### src/rtl/uart_tx_responder_pkg.sv
// uart_tx_responder_pkg
//   Shared constants for the bus-mapped UART transmitter: register offsets
//   (word index taken from DwAddress[3:2]), STATUS bit positions, the shift
//   engine state encoding and a helper that maps a programmed divisor to the
//   effective bit time.
package uart_tx_responder_pkg;

  // Register word offsets within the 16-byte window
  localparam logic [1:0] OFF_TXDATA  = 2'd0;
  localparam logic [1:0] OFF_STATUS  = 2'd1;
  localparam logic [1:0] OFF_DIVISOR = 2'd2;
  localparam logic [1:0] OFF_RSVD    = 2'd3;

  // STATUS bit positions
  localparam int STAT_BUSY      = 0;
  localparam int STAT_FULL      = 1;
  localparam int STAT_EMPTY     = 2;
  localparam int STAT_COUNT_LSB = 3;  // 4-bit field [6:3]
  localparam int STAT_OVF       = 8;

  // Bit written to STATUS[8] (through byte lane 1) to clear overflow
  localparam int CLR_OVF_BIT = 8;

  typedef enum logic [1:0] {
    ST_IDLE  = 2'd0,
    ST_START = 2'd1,
    ST_DATA  = 2'd2,
    ST_STOP  = 2'd3
  } tx_state_t;

  // A programmed divisor of zero still yields a one-cycle bit.
  function automatic logic [15:0] eff_div(input logic [15:0] d);
    return (d == 16'd0) ? 16'd1 : d;
  endfunction

endpackage

### src/rtl/uart_tx_responder_sync_fifo.sv
// sync_fifo
//   Single-clock FIFO used as the UART transmit queue.
//   Ports:
//     clk, srst      clock and synchronous active-high reset
//     push, din      write request and data; accepted when not full, or when
//                    full and a pop happens in the same cycle
//     pop            read request; ignored when empty
//     dout           head entry (valid when !empty)
//     full, empty    occupancy flags
//     count          number of stored entries, 0..DEPTH
module sync_fifo #(
  parameter int WIDTH = 8,
  parameter int DEPTH = 8
) (
  input  logic                     clk,
  input  logic                     srst,
  input  logic                     push,
  input  logic [WIDTH-1:0]         din,
  input  logic                     pop,
  output logic [WIDTH-1:0]         dout,
  output logic                     full,
  output logic                     empty,
  output logic [$clog2(DEPTH):0]   count
);

  localparam int AW = (DEPTH > 1) ? $clog2(DEPTH) : 1;
  localparam int CW = $clog2(DEPTH) + 1;

  logic [WIDTH-1:0] mem_reg [DEPTH];
  logic [AW-1:0]    wr_ptr_reg;
  logic [AW-1:0]    rd_ptr_reg;
  logic [CW-1:0]    count_reg;

  logic do_push;
  logic do_pop;

  assign empty   = (count_reg == '0);
  assign full    = (count_reg == CW'(DEPTH));
  assign do_pop  = pop && !empty;
  // When full, the slot being vacated by a simultaneous pop is the one the
  // write pointer addresses, so the push can proceed.
  assign do_push = push && (!full || do_pop);

  // Head is read asynchronously so the consumer can pop and load the entry
  // on the same edge.
  assign dout  = mem_reg[rd_ptr_reg];
  assign count = count_reg;

  always_ff @(posedge clk) begin
    if (do_push) begin
      mem_reg[wr_ptr_reg] <= din;
    end
  end

  always_ff @(posedge clk) begin
    if (srst) begin
      wr_ptr_reg <= '0;
      rd_ptr_reg <= '0;
      count_reg  <= '0;
    end else begin
      if (do_push) begin
        wr_ptr_reg <= wr_ptr_reg + AW'(1);
      end
      if (do_pop) begin
        rd_ptr_reg <= rd_ptr_reg + AW'(1);
      end
      count_reg <= count_reg + CW'(do_push) - CW'(do_pop);
    end
  end

endmodule

### src/rtl/uart_tx_responder.sv
// uart_tx_responder
//   Memory-mapped 8N1 UART transmitter on the CPU data bus.
//   Register window (word offsets): 0 TXDATA (write pushes a byte),
//   1 STATUS (busy/full/empty/count/overflow; write bit 8 clears overflow),
//   2 DIVISOR (cycles per bit, byte lanes 0/1), 3 reserved.
//   Ports:
//     iCLK, iRST      clock and synchronous active-high reset
//     DwReadEnable    bus read strobe
//     DwWriteEnable   bus write strobe
//     DwByteEnable    write byte lanes
//     DwAddress       byte address
//     DwWriteData     write data
//     DwReadData      combinational read data, zero unless selected and read
//     oTx             registered serial output, idle high
//     oBusy           FIFO non-empty or a frame in progress
module uart_tx_responder
  import uart_tx_responder_pkg::*;
#(
  parameter logic [31:0] BASE_ADDR   = 32'hFF20_0100,
  parameter logic [15:0] DEFAULT_DIV = 16'd434,
  parameter int          FIFO_DEPTH  = 8
) (
  input  logic        iCLK,
  input  logic        iRST,
  input  logic        DwReadEnable,
  input  logic        DwWriteEnable,
  input  logic [3:0]  DwByteEnable,
  input  logic [31:0] DwAddress,
  input  logic [31:0] DwWriteData,
  output logic [31:0] DwReadData,
  output logic        oTx,
  output logic        oBusy
);

  localparam int CW = $clog2(FIFO_DEPTH) + 1;

  // ---------------------------------------------------------------- decode
  logic       sel;
  logic [1:0] off;
  logic       wr_txdata;
  logic       wr_status;
  logic       wr_div;

  assign sel       = (DwAddress[31:4] == BASE_ADDR[31:4]);
  assign off       = DwAddress[3:2];
  assign wr_txdata = DwWriteEnable && sel && (off == OFF_TXDATA) && DwByteEnable[0];
  assign wr_status = DwWriteEnable && sel && (off == OFF_STATUS);
  assign wr_div    = DwWriteEnable && sel && (off == OFF_DIVISOR);

  // Byte-address LSBs, upper write data and upper byte lanes have no role.
  logic unused_bits;
  assign unused_bits = ^{DwAddress[1:0], DwWriteData[31:16], DwByteEnable[3:2]};

  // --------------------------------------------------------------- divisor
  logic [15:0] div_val;

  for (genvar gi = 0; gi < 2; gi++) begin : g_div_lane
    logic [7:0] lane_reg;
    always_ff @(posedge iCLK) begin
      if (iRST) begin
        lane_reg <= DEFAULT_DIV[gi*8 +: 8];
      end else if (wr_div && DwByteEnable[gi]) begin
        lane_reg <= DwWriteData[gi*8 +: 8];
      end
    end
    assign div_val[gi*8 +: 8] = lane_reg;
  end

  // ------------------------------------------------------------------ FIFO
  logic          fifo_pop;
  logic [7:0]    fifo_head;
  logic          fifo_full;
  logic          fifo_empty;
  logic [CW-1:0] fifo_count;

  sync_fifo #(
    .WIDTH (8),
    .DEPTH (FIFO_DEPTH)
  ) u_fifo (
    .clk   (iCLK),
    .srst  (iRST),
    .push  (wr_txdata),
    .din   (DwWriteData[7:0]),
    .pop   (fifo_pop),
    .dout  (fifo_head),
    .full  (fifo_full),
    .empty (fifo_empty),
    .count (fifo_count)
  );

  // -------------------------------------------------------------- overflow
  logic ovf_reg;
  logic ovf_next;

  always_comb begin
    ovf_next = ovf_reg;
    if (wr_status && DwByteEnable[1] && DwWriteData[CLR_OVF_BIT]) begin
      ovf_next = 1'b0;
    end
    // A byte is lost only when the FIFO stays full through this edge.
    if (wr_txdata && fifo_full && !fifo_pop) begin
      ovf_next = 1'b1;
    end
  end

  always_ff @(posedge iCLK) begin
    if (iRST) begin
      ovf_reg <= 1'b0;
    end else begin
      ovf_reg <= ovf_next;
    end
  end

  // ---------------------------------------------------------- shift engine
  tx_state_t   state_reg,  state_next;
  logic [15:0] cnt_reg,    cnt_next;
  logic [2:0]  bit_reg,    bit_next;
  logic [7:0]  shift_reg,  shift_next;
  logic        tx_reg,     tx_next;

  logic        bit_end;
  logic [15:0] bit_load;

  // The counter is reloaded from the live divisor at every bit boundary, so
  // a divisor write mid-frame applies from the next bit onward.
  assign bit_end  = (cnt_reg == 16'd0);
  assign bit_load = eff_div(div_val) - 16'd1;

  always_ff @(posedge iCLK) begin
    if (iRST) begin
      state_reg <= ST_IDLE;
      cnt_reg   <= 16'd0;
      bit_reg   <= 3'd0;
      shift_reg <= 8'd0;
      tx_reg    <= 1'b1;
    end else begin
      state_reg <= state_next;
      cnt_reg   <= cnt_next;
      bit_reg   <= bit_next;
      shift_reg <= shift_next;
      tx_reg    <= tx_next;
    end
  end

  always_comb begin
    state_next = state_reg;
    cnt_next   = cnt_reg;
    bit_next   = bit_reg;
    shift_next = shift_reg;
    tx_next    = tx_reg;
    fifo_pop   = 1'b0;

    case (state_reg)
      ST_IDLE: begin
        tx_next = 1'b1;
        if (!fifo_empty) begin
          fifo_pop   = 1'b1;
          shift_next = fifo_head;
          cnt_next   = bit_load;
          tx_next    = 1'b0;
          state_next = ST_START;
        end
      end

      ST_START: begin
        if (bit_end) begin
          tx_next    = shift_reg[0];
          shift_next = {1'b0, shift_reg[7:1]};
          bit_next   = 3'd0;
          cnt_next   = bit_load;
          state_next = ST_DATA;
        end else begin
          cnt_next = cnt_reg - 16'd1;
        end
      end

      ST_DATA: begin
        if (bit_end) begin
          cnt_next = bit_load;
          if (bit_reg == 3'd7) begin
            tx_next    = 1'b1;
            state_next = ST_STOP;
          end else begin
            tx_next    = shift_reg[0];
            shift_next = {1'b0, shift_reg[7:1]};
            bit_next   = bit_reg + 3'd1;
          end
        end else begin
          cnt_next = cnt_reg - 16'd1;
        end
      end

      ST_STOP: begin
        if (bit_end) begin
          if (!fifo_empty) begin
            // Chain straight into the next start bit without an idle cycle.
            fifo_pop   = 1'b1;
            shift_next = fifo_head;
            cnt_next   = bit_load;
            tx_next    = 1'b0;
            state_next = ST_START;
          end else begin
            tx_next    = 1'b1;
            state_next = ST_IDLE;
          end
        end else begin
          cnt_next = cnt_reg - 16'd1;
        end
      end

      default: begin
        tx_next    = 1'b1;
        state_next = ST_IDLE;
      end
    endcase
  end

  assign oTx   = tx_reg;
  assign oBusy = !fifo_empty || (state_reg != ST_IDLE);

  // ------------------------------------------------------------- read path
  logic [31:0] status_word;

  always_comb begin
    status_word                        = 32'd0;
    status_word[STAT_BUSY]             = oBusy;
    status_word[STAT_FULL]             = fifo_full;
    status_word[STAT_EMPTY]            = fifo_empty;
    status_word[STAT_COUNT_LSB +: 4]   = 4'(fifo_count);
    status_word[STAT_OVF]              = ovf_reg;
  end

  always_comb begin
    DwReadData = 32'd0;
    if (DwReadEnable && sel) begin
      case (off)
        OFF_STATUS:  DwReadData = status_word;
        OFF_DIVISOR: DwReadData = {16'd0, div_val};
        OFF_TXDATA:  DwReadData = 32'd0;
        OFF_RSVD:    DwReadData = 32'd0;
        default:     DwReadData = 32'd0;
      endcase
    end
  end

endmodule

### config.mk
export PLATFORM = sky130hd
export DESIGN_NAME = uart_tx_responder
export DESIGN_NICKNAME = d
export VERILOG_FILES = /design/src/rtl/uart_tx_responder_pkg.sv /design/src/rtl/uart_tx_responder_sync_fifo.sv /design/src/rtl/uart_tx_responder.sv
export SDC_FILE = /design/constraint.sdc
export NUM_CORES = 1
export LEC_CHECK = 0
export ABC_AREA = 1
export BUFFER_PORTS_ARGS = -buffer_cell sky130_fd_sc_hd__buf_2
export CORE_MARGIN = 4
export CORE_UTILIZATION = 46
export DETAILED_ROUTE_END_ITERATION = 10
export PLACE_DENSITY = 0.66
export SKIP_CTS_REPAIR_TIMING = 1
export SKIP_LAST_GASP = 1
export SLEW_MARGIN = 0
export SYNTH_ARGS = -nofsm -noshare
export SYNTH_HDL_FRONTEND = slang
export SYNTH_HIERARCHICAL = 1
export SYNTH_SLANG_ARGS = --single-unit
### constraint.sdc
create_clock -name iCLK -period 3.4 [get_ports iCLK]
set_input_delay 0.34 -clock iCLK [delete_from_list [all_inputs] [get_ports iCLK]]
set_output_delay 0.34 -clock iCLK [all_outputs]
set_load 0.005 [all_outputs]
==> impl_metrics.tcl <==
set metrics [dict create \
    area_growth_pct 16.4 \
    grt_antenna_before_repair 0 \
    p_leak_uw 0.00340 \
    rr_startpoint "cnt_reg[0]$_SDFF_PP0_" \
    tns_ps 0 \
    synth_area_um2 6940 \
    min_from "DwWriteData[9]" \
    hpwlAfterDp_um 11800 \
    syn_inst 873 \
    setup_viol 0 \
    crit_end "u_fifo/count[2]$_SDFF_PP0_" \
    run_status "complete, no violations" \
    syn_avg_cell_area_um2 7.94 \
    cts.clk_slew.worst_paths_ps 60 \
    max_freq_mhz 354 \
    critPathKind "reg2reg" \
    synth_seq_cells 124 \
    grt_pass1_wl_um 27700 \
    row_count 44 \
    yosys-mux-area-fraction_pct 0 \
    totalWireLength_um 17000 \
    core_um2 14600 \
    worst_r2r_endpoint "u_fifo/count[2]$_SDFF_PP0_" \
    synth_top_family_by_area "simple AND/OR/NAND/NOR gates" \
    grt_pass1_vias 5669 \
    die_area_um2 17100 \
    vias 5986 \
    p_per_area_nw_per_um2 820 \
    synth_ff_type "edfxtp_1" \
    hold_viol 0 \
    yosys.area_share.adder_pct 3.18 \
    seq_area_frac_synth_pct 45.0 \
    skew_ps 6.73 \
    insertedDiodeCount 0 \
    rsz0062_at_grt "no" \
    ys_warn_count 6 \
    synth_edf_count 64 \
    clockBufferDepth 2 \
    cts_tree "done" \
    die_w_um 131 \
    cts_sinks 124 \
    tightest_slew_ps 872 \
    cts_made_buffers 17 \
    dr.pass1.iters 5 \
    viasPerCell 5.25 \
    async_flop_share_pct 0 \
    wl_per_cell_um 14.9 \
    ir_drop_uv 418 \
    nNetsFinal 1033 \
    startpoint "cnt_reg[0]$_SDFF_PP0_" \
    portBuffers 69 \
    drcViolationCount 0 \
    setup_ws_ps 575 \
    slew_violations 0 \
    pin_count 106 \
    post-place-ws_ps 610 \
    drive_gt1_share_pct 16.5 \
    synth_compound_area_share_pct 14.2 \
    start_kind "flip-flop" \
    arrival_ps 3130 \
    synthDistinctLibCells 46 \
    grt_start_max_net_pins 33 \
    largest_reg_flops 64 \
    reg2reg_slack_ps 580 \
    end_kind "flip-flop" \
    ctsHtreeMaxLevel 4 \
    clock_latency_ps 410 \
    finalCritPeriodShare_pct 83.1 \
    place_congestion 0.879 \
    critPathMaxFanout 8 \
    die_h_um 131 \
    worstPathRequired_ps 3700 \
    final_cell_mix "nand2_1 (163), nor2_1 (120), inv_1 (88)" \
    start_util_pct 47.4 \
    grt_remaining_overflow 0 \
    root_buffer "clkbuf_16" \
    initialDrtViolationCount 353 \
    hp-class "in2reg" \
    worst-r2r-cell-count 17 \
    grtUsageTotal_pct 20.7 \
    synth_simple_gate_area_share_pct 26.2 \
    totalPowerFinal_uw 6620 \
    cap_violations 0 \
    finalCriticalPeriod_ps 2820 \
    synth_xor_area_share_pct 2.27 \
    ant_nets 0 \
    relSlewSlack_pct 41.8 \
    n_fill_cell 1344 \
    layout_commonest_cell "nand2_1" \
]
[routing by layer]
layer,vias to the layer above,track usage [%],part of all wire [%]
met5,-,0,0
met4,0,5.26,1.2
met3,14,4.84,6.3
met2,203,34.3,47
met1,2727,27.4,46
li1,3042,-,-
[how the worst min path moves through the flow]
stage                     slack, ps                                      to  cells after the start
after floorplan                 410              u_fifo/count[1]$_SDFF_PP0_                      1
after detailed placement        460               shift_reg[4]$_SDFFE_PP0P_                      2
after global routing            150  g_div_lane[1].lane_reg[2]$_SDFFE_PP0P_                      3
final                           150  g_div_lane[1].lane_reg[1]$_SDFFE_PP0P_                      3
after global placement          460               shift_reg[4]$_SDFFE_PP0P_                      2
after CTS                       130  g_div_lane[1].lane_reg[1]$_SDFFE_PP0P_                      3
[critical path, cell delays in order (launching register included)]
cell and delay, ps:
dfxtp_1 320, inv_1 100, ha_1 230, nand3_4 120
nor2_1 110, nand4_1 110, inv_1 110, o211ai_1 160
inv_1 180, nand2_4 110, nor2_1 190, inv_1 90
nand2_1 80, ha_1 150, inv_1 50, fa_1 370
o21ai_0 170, a21oi_1 60
[kinds of logic after synthesis]
family / after synthesis
AOI/OAI and AO/OA: 169
xor gates and xnor gates: 18
adders and majority gates: 17
buffers and inverters: 142
DFF: 124
other: 1
and+or+nand+nor: 402
[per-stage QoR]
stage	hold slack [ps]	std cells	util, %	instance area, µm²
6_report	147	1141	55.1	8070
3_3_place_gp	457	1109	50.6	7410
2_1_floorplan	407	888	-	6990
4_1_cts	134	1141	55.1	8070
5_1_grt	151	1141	55.1	8070
3_5_place_dp	459	1109	50.6	7410
[where the power goes]
part,total [µW],switching (µW),internal [µW],leakage (µW)
registers,1890,146,1740,0.00107
logic,2700,1790,916,0.00202
clock network,2030,715,1320,0.000315
[final cells by class]
class	instances	area, µm²	share of cell area [%]
tap	184	230	2.85
clock inverter	15	233	2.88
clock buffer	17	425	5.27
timing repair buffer	85	465	5.77
multi-input combinational	622	3240	40.2
sequential	124	3120	38.7
inverter	94	353	4.37
[Yosys cell counts (3+ instances only)]
library cell	number	area share (%)
nor2_2	7	0.63
nor2_1	120	6.5
a211oi_2	8	1.4
xor2_1	15	1.9
nor3_1	9	0.65
edfxtp_1	64	28
nor3_2	5	0.72
ha_1	16	2.9
nor4_1	5	0.45
dfxtp_1	60	17
o21ai_0	62	4.5
nand4_1	12	1.1
buf_2	9	0.65
buf_4	20	2.2
o211ai_1	16	1.7
nand2_1	163	8.8
xnor2_1	3	0.38
clkinv_1	4	0.22
nand3_1	63	4.5
a21oi_1	41	3.0
inv_1	88	4.8
a22oi_1	3	0.32
o21ai_1	32	2.3
nand2_2	5	0.45
clkbuf_1	17	0.92
Note: power is estimated with default switching activity, not from simulation.
